`config.mk`:
```
export PLATFORM = sky130hd
export DESIGN_NAME = dcache_ctrl_flat
export DESIGN_NICKNAME = d
export VERILOG_FILES = /design/src/rtl/dcache_pkg.sv /design/src/rtl/dcache_if.sv /design/src/rtl/dcache_array.sv /design/src/rtl/dcache_ctrl.sv /design/src/flat_wrapper.sv
export SDC_FILE = /design/constraint.sdc
export NUM_CORES = 1
export LEC_CHECK = 0
export ABC_CLOCK_PERIOD_IN_PS = 5600
export BUFFER_PORTS_ARGS = -buffer_cell sky130_fd_sc_hd__clkbuf_2
export CORE_AREA = 2 2 273 275
export CTS_BUF_LIST = sky130_fd_sc_hd__clkbuf_2 sky130_fd_sc_hd__clkbuf_4 sky130_fd_sc_hd__clkbuf_8
export CTS_CLUSTER_DIAMETER = 40
export DETAILED_ROUTE_END_ITERATION = 8
export DIE_AREA = 0 0 275 277
export PLACE_DENSITY = 0.84
export SLEW_MARGIN = 20
export SYNTH_ARGS = -nofsm -noshare
export SYNTH_HDL_FRONTEND = slang
export SYNTH_SLANG_ARGS = --single-unit
```
`constraint.sdc`:
```
create_clock -name clk -period 5.6 [get_ports clk]
set_clock_uncertainty 0.05 [all_clocks]
set_input_delay 0.28 -clock clk [delete_from_list [all_inputs] [get_ports clk]]
set_output_delay 0.28 -clock clk [all_outputs]
set_load 0.05 [all_outputs]
```
`src/rtl/dcache_pkg.sv`:
```
`default_nettype none
// ============================================================================
// Module   : dcache_pkg
// Purpose  : Shared FSM encoding and address-field width helpers for the
//            direct-mapped, write-through, no-write-allocate data cache.
// Revision : 1.0  initial release
// ============================================================================
package dcache_pkg;

  // Controller states: idle lookup, read fill, write-through to memory
  typedef enum logic [1:0] {
    IDLE  = 2'd0,
    RFILL = 2'd1,
    WMEM  = 2'd2
  } state_t;

  // Index width for a given number of one-word lines (at least one bit)
  function automatic int idx_width(input int nlines);
    return (nlines > 1) ? $clog2(nlines) : 1;
  endfunction

  // Tag covers everything above the index and the two byte-offset bits
  function automatic int tag_width(input int nlines);
    return 30 - idx_width(nlines);
  endfunction

  // Widths for the default 16-line geometry
  localparam int c_nlines_default = 16;
  localparam int c_idx_w_default  = idx_width(c_nlines_default);
  localparam int c_tag_w_default  = tag_width(c_nlines_default);

endpackage
`default_nettype wire

```
`src/rtl/dcache_if.sv`:
```
`default_nettype none
// ============================================================================
// Module   : dcache_if
// Purpose  : CPU-side and backing-memory-side signals of the data cache,
//            plus the hit/miss statistics counters.
// Revision : 1.0  initial release
// ============================================================================
interface dcache_if #(
  parameter int CNTW = 16
);
  // CPU side
  logic [31:0]     cpu_addr;
  logic            cpu_rd;
  logic            cpu_wr;
  logic [31:0]     cpu_wdata;
  logic [31:0]     cpu_rdata;
  logic            cpu_stall;
  // Backing memory side
  logic [31:0]     mem_addr;
  logic            mem_rd;
  logic            mem_wr;
  logic [31:0]     mem_wdata;
  logic [31:0]     mem_rdata;
  logic            mem_ack;
  // Statistics
  logic [CNTW-1:0] hit_cnt;
  logic [CNTW-1:0] miss_cnt;

  // The cache controller
  modport slave (
    input  cpu_addr, cpu_rd, cpu_wr, cpu_wdata, mem_rdata, mem_ack,
    output cpu_rdata, cpu_stall, mem_addr, mem_rd, mem_wr, mem_wdata,
           hit_cnt, miss_cnt
  );

  // The environment: CPU pipeline plus backing memory
  modport master (
    output cpu_addr, cpu_rd, cpu_wr, cpu_wdata, mem_rdata, mem_ack,
    input  cpu_rdata, cpu_stall, mem_addr, mem_rd, mem_wr, mem_wdata,
           hit_cnt, miss_cnt
  );
endinterface
`default_nettype wire

```
`src/rtl/dcache_array.sv`:
```
`default_nettype none
// ============================================================================
// Module   : dcache_array
// Purpose  : Valid/tag/data storage for the direct-mapped cache. One
//            combinational read port, one synchronous write port. Only the
//            valid bits are reset; tag and data contents are don't-care
//            until a line is marked valid.
// Revision : 1.0  initial release
// ============================================================================
module dcache_array
  import dcache_pkg::*;
#(
  parameter int NLINES = 16
) (
  input  wire                              clk,
  input  wire                              rst_n,
  input  wire  [idx_width(NLINES)-1:0]     rd_idx,
  output logic                             rd_valid,
  output logic [tag_width(NLINES)-1:0]     rd_tag,
  output logic [31:0]                      rd_data,
  input  wire                              we,
  input  wire  [idx_width(NLINES)-1:0]     wr_idx,
  input  wire  [tag_width(NLINES)-1:0]     wr_tag,
  input  wire  [31:0]                      wr_data
);
  localparam int c_tag_w = tag_width(NLINES);

  logic [NLINES-1:0]  valid_q, valid_d;
  logic [c_tag_w-1:0] tag_mem  [NLINES];
  logic [31:0]        data_mem [NLINES];

  // Any write marks the line valid
  always_comb begin
    valid_d = valid_q;
    if (we) valid_d[wr_idx] = 1'b1;
  end

  // Valid bits clear on reset so every line misses afterwards
  always_ff @(posedge clk) begin
    if (!rst_n) valid_q <= '0;
    else        valid_q <= valid_d;
  end

  // Tag/data write; suppressed while reset is asserted so an aborted fill leaves no trace
  always_ff @(posedge clk) begin
    if (we && rst_n) begin
      tag_mem[wr_idx]  <= wr_tag;
      data_mem[wr_idx] <= wr_data;
    end
  end

  assign rd_valid = valid_q[rd_idx];
  assign rd_tag   = tag_mem[rd_idx];
  assign rd_data  = data_mem[rd_idx];

endmodule
`default_nettype wire

```
`src/rtl/dcache_ctrl.sv`:
```
`default_nettype none
// ============================================================================
// Module   : dcache_ctrl
// Purpose  : Direct-mapped, one-word-line data cache controller. Loads hit
//            with zero stall; misses fill from backing memory. Stores are
//            write-through without allocation. Saturating hit/miss counters.
// Revision : 1.0  initial release
// ============================================================================
module dcache_ctrl
  import dcache_pkg::*;
#(
  parameter int NLINES = 16,
  parameter int CNTW   = 16
) (
  input  wire     clk,
  input  wire     rst_n,
  dcache_if.slave bus
);
  localparam int c_idx_w = idx_width(NLINES);
  localparam int c_tag_w = tag_width(NLINES);

  state_t          state_q, state_d;
  logic [29:0]     addr_q, addr_d;        // latched word address
  logic [31:0]     wdata_q, wdata_d;
  logic            mem_rd_q, mem_rd_d;
  logic            mem_wr_q, mem_wr_d;
  logic [CNTW-1:0] hit_cnt_q, hit_cnt_d;
  logic [CNTW-1:0] miss_cnt_q, miss_cnt_d;

  logic [c_idx_w-1:0] cpu_idx;
  logic [c_tag_w-1:0] cpu_tag;
  logic               rd_valid;
  logic [c_tag_w-1:0] rd_tag;
  logic [31:0]        rd_data;
  logic               lookup_hit;

  logic               arr_we;
  logic [c_idx_w-1:0] arr_widx;
  logic [c_tag_w-1:0] arr_wtag;
  logic [31:0]        arr_wdata;

  logic               cpu_stall;
  logic [31:0]        cpu_rdata;
  logic               w_unused_byte_offs;

  assign cpu_idx    = bus.cpu_addr[c_idx_w+1:2];
  assign cpu_tag    = bus.cpu_addr[31:c_idx_w+2];
  assign lookup_hit = rd_valid && (rd_tag == cpu_tag);
  // Byte offset is irrelevant for word accesses
  assign w_unused_byte_offs = ^bus.cpu_addr[1:0];

  dcache_array #(
    .NLINES (NLINES)
  ) u_array (
    .clk      (clk),
    .rst_n    (rst_n),
    .rd_idx   (cpu_idx),
    .rd_valid (rd_valid),
    .rd_tag   (rd_tag),
    .rd_data  (rd_data),
    .we       (arr_we),
    .wr_idx   (arr_widx),
    .wr_tag   (arr_wtag),
    .wr_data  (arr_wdata)
  );

  // Next-state, stall/read-data and array-write decisions
  always_comb begin
    state_d    = state_q;
    addr_d     = addr_q;
    wdata_d    = wdata_q;
    mem_rd_d   = mem_rd_q;
    mem_wr_d   = mem_wr_q;
    hit_cnt_d  = hit_cnt_q;
    miss_cnt_d = miss_cnt_q;
    cpu_stall  = 1'b0;
    cpu_rdata  = rd_data;
    arr_we     = 1'b0;
    arr_widx   = cpu_idx;
    arr_wtag   = cpu_tag;
    arr_wdata  = bus.cpu_wdata;

    case (state_q)
      IDLE: begin
        if (bus.cpu_wr) begin
          // A store wins over a simultaneous load
          cpu_stall = 1'b1;
          addr_d    = bus.cpu_addr[31:2];
          wdata_d   = bus.cpu_wdata;
          mem_wr_d  = 1'b1;
          state_d   = WMEM;
          arr_we    = lookup_hit;   // update only a resident line
        end else if (bus.cpu_rd) begin
          if (lookup_hit) begin
            hit_cnt_d = (&hit_cnt_q) ? hit_cnt_q : hit_cnt_q + CNTW'(1);
          end else begin
            cpu_stall  = 1'b1;
            addr_d     = bus.cpu_addr[31:2];
            mem_rd_d   = 1'b1;
            miss_cnt_d = (&miss_cnt_q) ? miss_cnt_q : miss_cnt_q + CNTW'(1);
            state_d    = RFILL;
          end
        end
      end
      RFILL: begin
        cpu_stall = !bus.mem_ack;
        cpu_rdata = bus.mem_rdata;
        if (bus.mem_ack) begin
          arr_we    = 1'b1;
          arr_widx  = addr_q[c_idx_w-1:0];
          arr_wtag  = addr_q[29:c_idx_w];
          arr_wdata = bus.mem_rdata;
          mem_rd_d  = 1'b0;
          state_d   = IDLE;
        end
      end
      WMEM: begin
        cpu_stall = !bus.mem_ack;
        if (bus.mem_ack) begin
          mem_wr_d = 1'b0;
          state_d  = IDLE;
        end
      end
      default: begin
        mem_rd_d = 1'b0;
        mem_wr_d = 1'b0;
        state_d  = IDLE;
      end
    endcase
  end

  // FSM state, memory strobes and counters
  always_ff @(posedge clk) begin
    if (!rst_n) begin
      state_q    <= IDLE;
      mem_rd_q   <= 1'b0;
      mem_wr_q   <= 1'b0;
      hit_cnt_q  <= '0;
      miss_cnt_q <= '0;
    end else begin
      state_q    <= state_d;
      mem_rd_q   <= mem_rd_d;
      mem_wr_q   <= mem_wr_d;
      hit_cnt_q  <= hit_cnt_d;
      miss_cnt_q <= miss_cnt_d;
    end
  end

  // Latched request address and store data (no reset needed)
  always_ff @(posedge clk) begin
    addr_q  <= addr_d;
    wdata_q <= wdata_d;
  end

  assign bus.cpu_stall = cpu_stall;
  assign bus.cpu_rdata = cpu_rdata;
  assign bus.mem_addr  = {addr_q, 2'b00};
  assign bus.mem_rd    = mem_rd_q;
  assign bus.mem_wr    = mem_wr_q;
  assign bus.mem_wdata = wdata_q;
  assign bus.hit_cnt   = hit_cnt_q;
  assign bus.miss_cnt  = miss_cnt_q;

endmodule
`default_nettype wire

```
`src/flat_wrapper.sv`:
```
// flat-port wrapper written by rule: the top's interface ports become plain ports
module dcache_ctrl_flat import dcache_pkg::*;
#(
  parameter int NLINES = 16,
  parameter int CNTW   = 16
)
  (clk, rst_n, bus_cpu_addr, bus_cpu_rd, bus_cpu_wr, bus_cpu_wdata, bus_mem_rdata, bus_mem_ack, bus_cpu_rdata, bus_cpu_stall, bus_mem_addr, bus_mem_rd, bus_mem_wr, bus_mem_wdata, bus_hit_cnt, bus_miss_cnt);
  dcache_if #(.CNTW(CNTW)) bus_i ();
  input  wire clk;
  input  wire rst_n;
  input wire logic [$bits(bus_i.cpu_addr)-1:0] bus_cpu_addr;
  input wire logic [$bits(bus_i.cpu_rd)-1:0] bus_cpu_rd;
  input wire logic [$bits(bus_i.cpu_wr)-1:0] bus_cpu_wr;
  input wire logic [$bits(bus_i.cpu_wdata)-1:0] bus_cpu_wdata;
  input wire logic [$bits(bus_i.mem_rdata)-1:0] bus_mem_rdata;
  input wire logic [$bits(bus_i.mem_ack)-1:0] bus_mem_ack;
  output wire logic [$bits(bus_i.cpu_rdata)-1:0] bus_cpu_rdata;
  output wire logic [$bits(bus_i.cpu_stall)-1:0] bus_cpu_stall;
  output wire logic [$bits(bus_i.mem_addr)-1:0] bus_mem_addr;
  output wire logic [$bits(bus_i.mem_rd)-1:0] bus_mem_rd;
  output wire logic [$bits(bus_i.mem_wr)-1:0] bus_mem_wr;
  output wire logic [$bits(bus_i.mem_wdata)-1:0] bus_mem_wdata;
  output wire logic [$bits(bus_i.hit_cnt)-1:0] bus_hit_cnt;
  output wire logic [$bits(bus_i.miss_cnt)-1:0] bus_miss_cnt;
  assign bus_i.cpu_addr = bus_cpu_addr;
  assign bus_i.cpu_rd = bus_cpu_rd;
  assign bus_i.cpu_wr = bus_cpu_wr;
  assign bus_i.cpu_wdata = bus_cpu_wdata;
  assign bus_i.mem_rdata = bus_mem_rdata;
  assign bus_i.mem_ack = bus_mem_ack;
  assign bus_cpu_rdata = bus_i.cpu_rdata;
  assign bus_cpu_stall = bus_i.cpu_stall;
  assign bus_mem_addr = bus_i.mem_addr;
  assign bus_mem_rd = bus_i.mem_rd;
  assign bus_mem_wr = bus_i.mem_wr;
  assign bus_mem_wdata = bus_i.mem_wdata;
  assign bus_hit_cnt = bus_i.hit_cnt;
  assign bus_miss_cnt = bus_i.miss_cnt;
  dcache_ctrl #(.NLINES(NLINES), .CNTW(CNTW)) u_core (.clk(clk), .rst_n(rst_n), .bus(bus_i));
endmodule
```
==> key figures <==
Drt
  • Wire per inst: 26.66 microns
  • Total Routed Length: about 97000 microns
  • Vias: between 20000 and 25000
  • TritonRoute pass-1 iters: 6
  • ANT nets after route: 0
  • Initial DRC Count: approximately 3100
  • DRC errors left: 0
  • Vias per cell: approximately 6.2

CTS
  • Register clock-pin slew on the reported worst setup and hold paths: around 0.06 ns
  • Clk_lat worst skew: 0.84 ns
  • Total clock sinks: roughly 1000
  • Cts bufs inserted: approximately 160
  • H-tree depth: 4
  • Clock root cell: clkbuf_8
  • Clock buffer depth: 3
  • CTS tree: done
  • Setup Fix Bufs, Post-CTS: 0

Synth
  • Synth Instances: between 2000 and 2500
  • Yosys warnings: 0
  • Post-synth ARST share: 0%
  • Mux contribution to synthesized area: between 10% and 20%
  • Syn avg cell area: between 15 and 20 sq um
  • Largest area contributor in the netlist: edfxtp_1
  • Count leader, synth: edfxtp_1
  • Post-Synth Adder-Cell Area: less than 1%
  • Main synth FF type: edfxtp_1
  • Post-Synthesis Cell Area: slightly above 40000 sq um
  • Post-Synth XOR/XNOR Area: 0.4452%
  • Synth cell count leaders: 990 x edfxtp_1, 243 x mux4_2, 225 x nand2_1
  • Compound-Gate Fraction of Synth Area: under 10%
  • Largest family of logic cells by synthesized area: multiplexers
  • Synth cell types: around 60
  • Top-area cell type share of the netlist area: slightly above 70%
  • Register area share after synthesis: about three quarters
  • Top post-synthesis cells by area: edfxtp_1 72%, mux4_2 13%, dfxtp_1 2.5%, nand2_1 2.0%, mux2i_1 1.7%
  • #FFs+latches synth: ~1000
  • Simple-gate area share of the yosys netlist: 4.886%
  • Post-synth EDFFs: slightly below 1000

Worst setup path
  • Critical Path RT: 5.27 ns
  • Worst Reg-to-Reg Cells: 13
  • CP max FO: 53
  • Worst R2R End: u_core.u_array.data_mem[10][11]$_DFFE_PP_
  • Crit end category: output pin
  • Crit path from: bus_cpu_addr[3]
  • Critical R2R Launch: u_core.u_array.tag_mem[15][10]$_DFFE_PP_
  • WP data arrival: between 4 and 5 ns
  • CP startpoint kind: input pin
  • Reg2reg setup slack: between 1 and 1.5 ns
  • CP Class: input pin to output pin

Power and ir drop
  • Total power: approximately 16 mW
  • Switch Pwr: around 4.0 mW
  • LEAKAGE: about 16 nW
  • Sw Share: between 20 and 25%
  • Peak supply drop: 283.0 uV
  • Cell Int Power: about 12 mW
  • Clock network fraction of design power: approximately two fifths
  • Sequential Power Share: 53.2%
  • Pwr per Cell Area: about 340 nW/um^2
  • Comb pwr share: around 8.5%

Die
  • Die X: around 280 microns
  • Die area: around 76000 sq um
  • Placeable core region: between 70000 and 80000 sq um
  • Initial core utilization: 56.15%
  • Ports: approximately 230
  • Row Count: 100
  • Die Y: between 200 and 300 microns

Global routing
  • Tot GR Track Use: between 20 and 30%
  • Initial antenna violation count: 1
  • Grt total ovfl: 0
  • Vias in the first global route: about 23000
  • Pin count of the biggest net entering global routing: 69
  • First-pass GRT wire length: ~140000 microns

Outcome
  • Status: finished clean

Finish
  • Final instance area: roughly 48000 sq um
  • Layout cell share with drive strength beyond 1: between 30% and 40%
  • Nets: about 2700
  • Layout Utilization: between 60% and 70%
  • Area grow syn2layout: 16.52%

Placed design
  • RD Place Congestion: between 0.8 and 0.9
  • Placed cell areas: between 40000 and 50000 sq um
  • Post-detail-place hpwl: 55130 microns
  • Port bufs: 227

Worst hold path
  • Hold Crit Start: bus_mem_ack
  • Hold Crit Depth: 4
  • Worst min path class: input pin to flip-flop
  • Hold Crit Endpoint: u_core.bus.mem_rd$_SDFFE_PN0P_

Timing
  • Tcrit/Tclk final: between 80 and 90%
  • RSZ-0062 raised after global routing: no
  • Slew @ Worst Pin: between 1 and 1.5 ns
  • Relative slew slack: between 30% and 40%
  • Slew Limit Fails: 0
  • Final Hold Vio Count: 0
  • Worst Hold Slack: roughly 0.053 ns
  • Setup-failing EPs final: 0
  • Minimum clock period: just under 5 ns
  • F_max: roughly 0.21 GHz

Flow run
  • Max-Cap Viols: 0
-- metrics by stage --
stage          instances  setup WS, ns  TNS [ns]
2_1_floorplan       2130      -0.08168    -70.15
3_3_place_gp        3279        0.7538         0
3_5_place_dp        3279        0.6851         0
4_1_cts             3639        0.7650         0
5_1_grt             3641        0.5647         0
6_report            3641        0.7641         0
-- how the worst max path moves through the flow --
stage                                                     end  slack [ns]  cells past startpoint
finish                                          bus_cpu_stall        0.76                     13
global route                                    bus_cpu_stall        0.56                     14
CTS                                             bus_cpu_stall        0.77                     14
detailed placement  u_core.u_array.data_mem[10][11]$_DFFE_PP_        0.69                     12
global placement    u_core.u_array.data_mem[10][13]$_DFFE_PP_        0.75                     12
floorplan             u_core.u_array.data_mem[0][0]$_DFFE_PP_       -0.08                     14
-- sequential cells by signal, summed over array words and instances (netlist names) --
register                 cells
u_core.addr_q               30
u_core.bus.hit_cnt          16
u_core.bus.mem_rd            1
u_core.bus.mem_wdata        32
u_core.bus.mem_wr            1
u_core.bus.miss_cnt         16
u_core.state_q               2
u_core.u_array.data_mem    512
u_core.u_array.tag_mem     416
u_core.u_array.valid_q      16
-- cells in the final DEF, fill, tap and decap left out, types with 11 or more instances in the layout --
master	count
dlygate4sd3_1	67
nor2_1	19
and3_1	17
xor2_1	12
inv_1	15
clkbuf_4	45
mux2i_1	70
nand3_1	39
edfxtp_1	990
dfxtp_1	52
nor3_1	11
buf_12	36
o31ai_1	15
a21oi_1	28
nand2b_1	19
clkbuf_2	223
clkinv_1	41
clkbuf_8	167
or4_1	15
nor2_4	17
mux2_2	45
a22oi_1	20
o21ai_0	25
clkinv_2	15
mux4_2	243
buf_4	33
nor2b_1	16
nand2_1	224
-- layout make-up --
| type | count | area (sq um) |
|---|---|---|
| well taps | 969 | 1212 |
| diodes | 1 | 2.502 |
| multi-input cells | 957 | 10080 |
| clock inverters | 82 | 591.8 |
| repair buffers | 362 | 2795 |
| fillers | 4621 | 25440 |
| inverters | 17 | 63.81 |
| clock buffers | 211 | 2623 |
| flip-flops and latches | 1042 | 30770 |
-- power groups by stage --
stage | clock network [mW] | registers [mW] | logic [mW]
floorplan | 0 | 9.08 | 0.759
global placement | 0 | 8.90 | 1.30
detailed placement | 0 | 8.90 | 1.34
CTS | 6.38 | 8.74 | 1.39
global route | 6.70 | 8.74 | 1.48
finish | 6.30 | 8.74 | 1.39
-- what timing repair did --
action | in CTS | in global routing
hold endpoints to repair | 84 | 0
gates resized for setup | 0 | 0
hold buffers | 67 | 0
endpoints found under the setup margin | 0 | 0
-- layer usage --
metal	track usage (%)	routed length [microns]	up-vias
met4	9.536	2674	0
met2	41.79	48500	1427
met5	0	0	-
li1	-	-	9530
met3	4.873	9538	208
met1	35.30	36350	11540
-- critical path, stage by stage --
cell and delay [ns]:
dlygate4sd3_1 0.54, clkbuf_8 0.35, buf_4 0.66, mux4_2 0.41, o22ai_1 0.20, a21oi_1 0.07
xnor2_1 0.34, o2111ai_1 0.18, or4_1 0.60, nor2_1 0.20, nor2b_1 0.10, o31a_1 0.28
clkbuf_2 0.25
-- cell families (layout without fill, tap and decap cells) --
kind of cell             Yosys count  in the layout
AO/OA/AOI/OAI                    137            137
adder cells (fa/ha/maj)            6              6
XOR/XNOR                          21             21
multiplexers                     363            363
other                              1              3
buffers and inverters            131            672
flip-flops                      1042           1042
AND/OR/NAND/NOR                  428            428
Note: power is estimated with default switching activity, not from simulation.
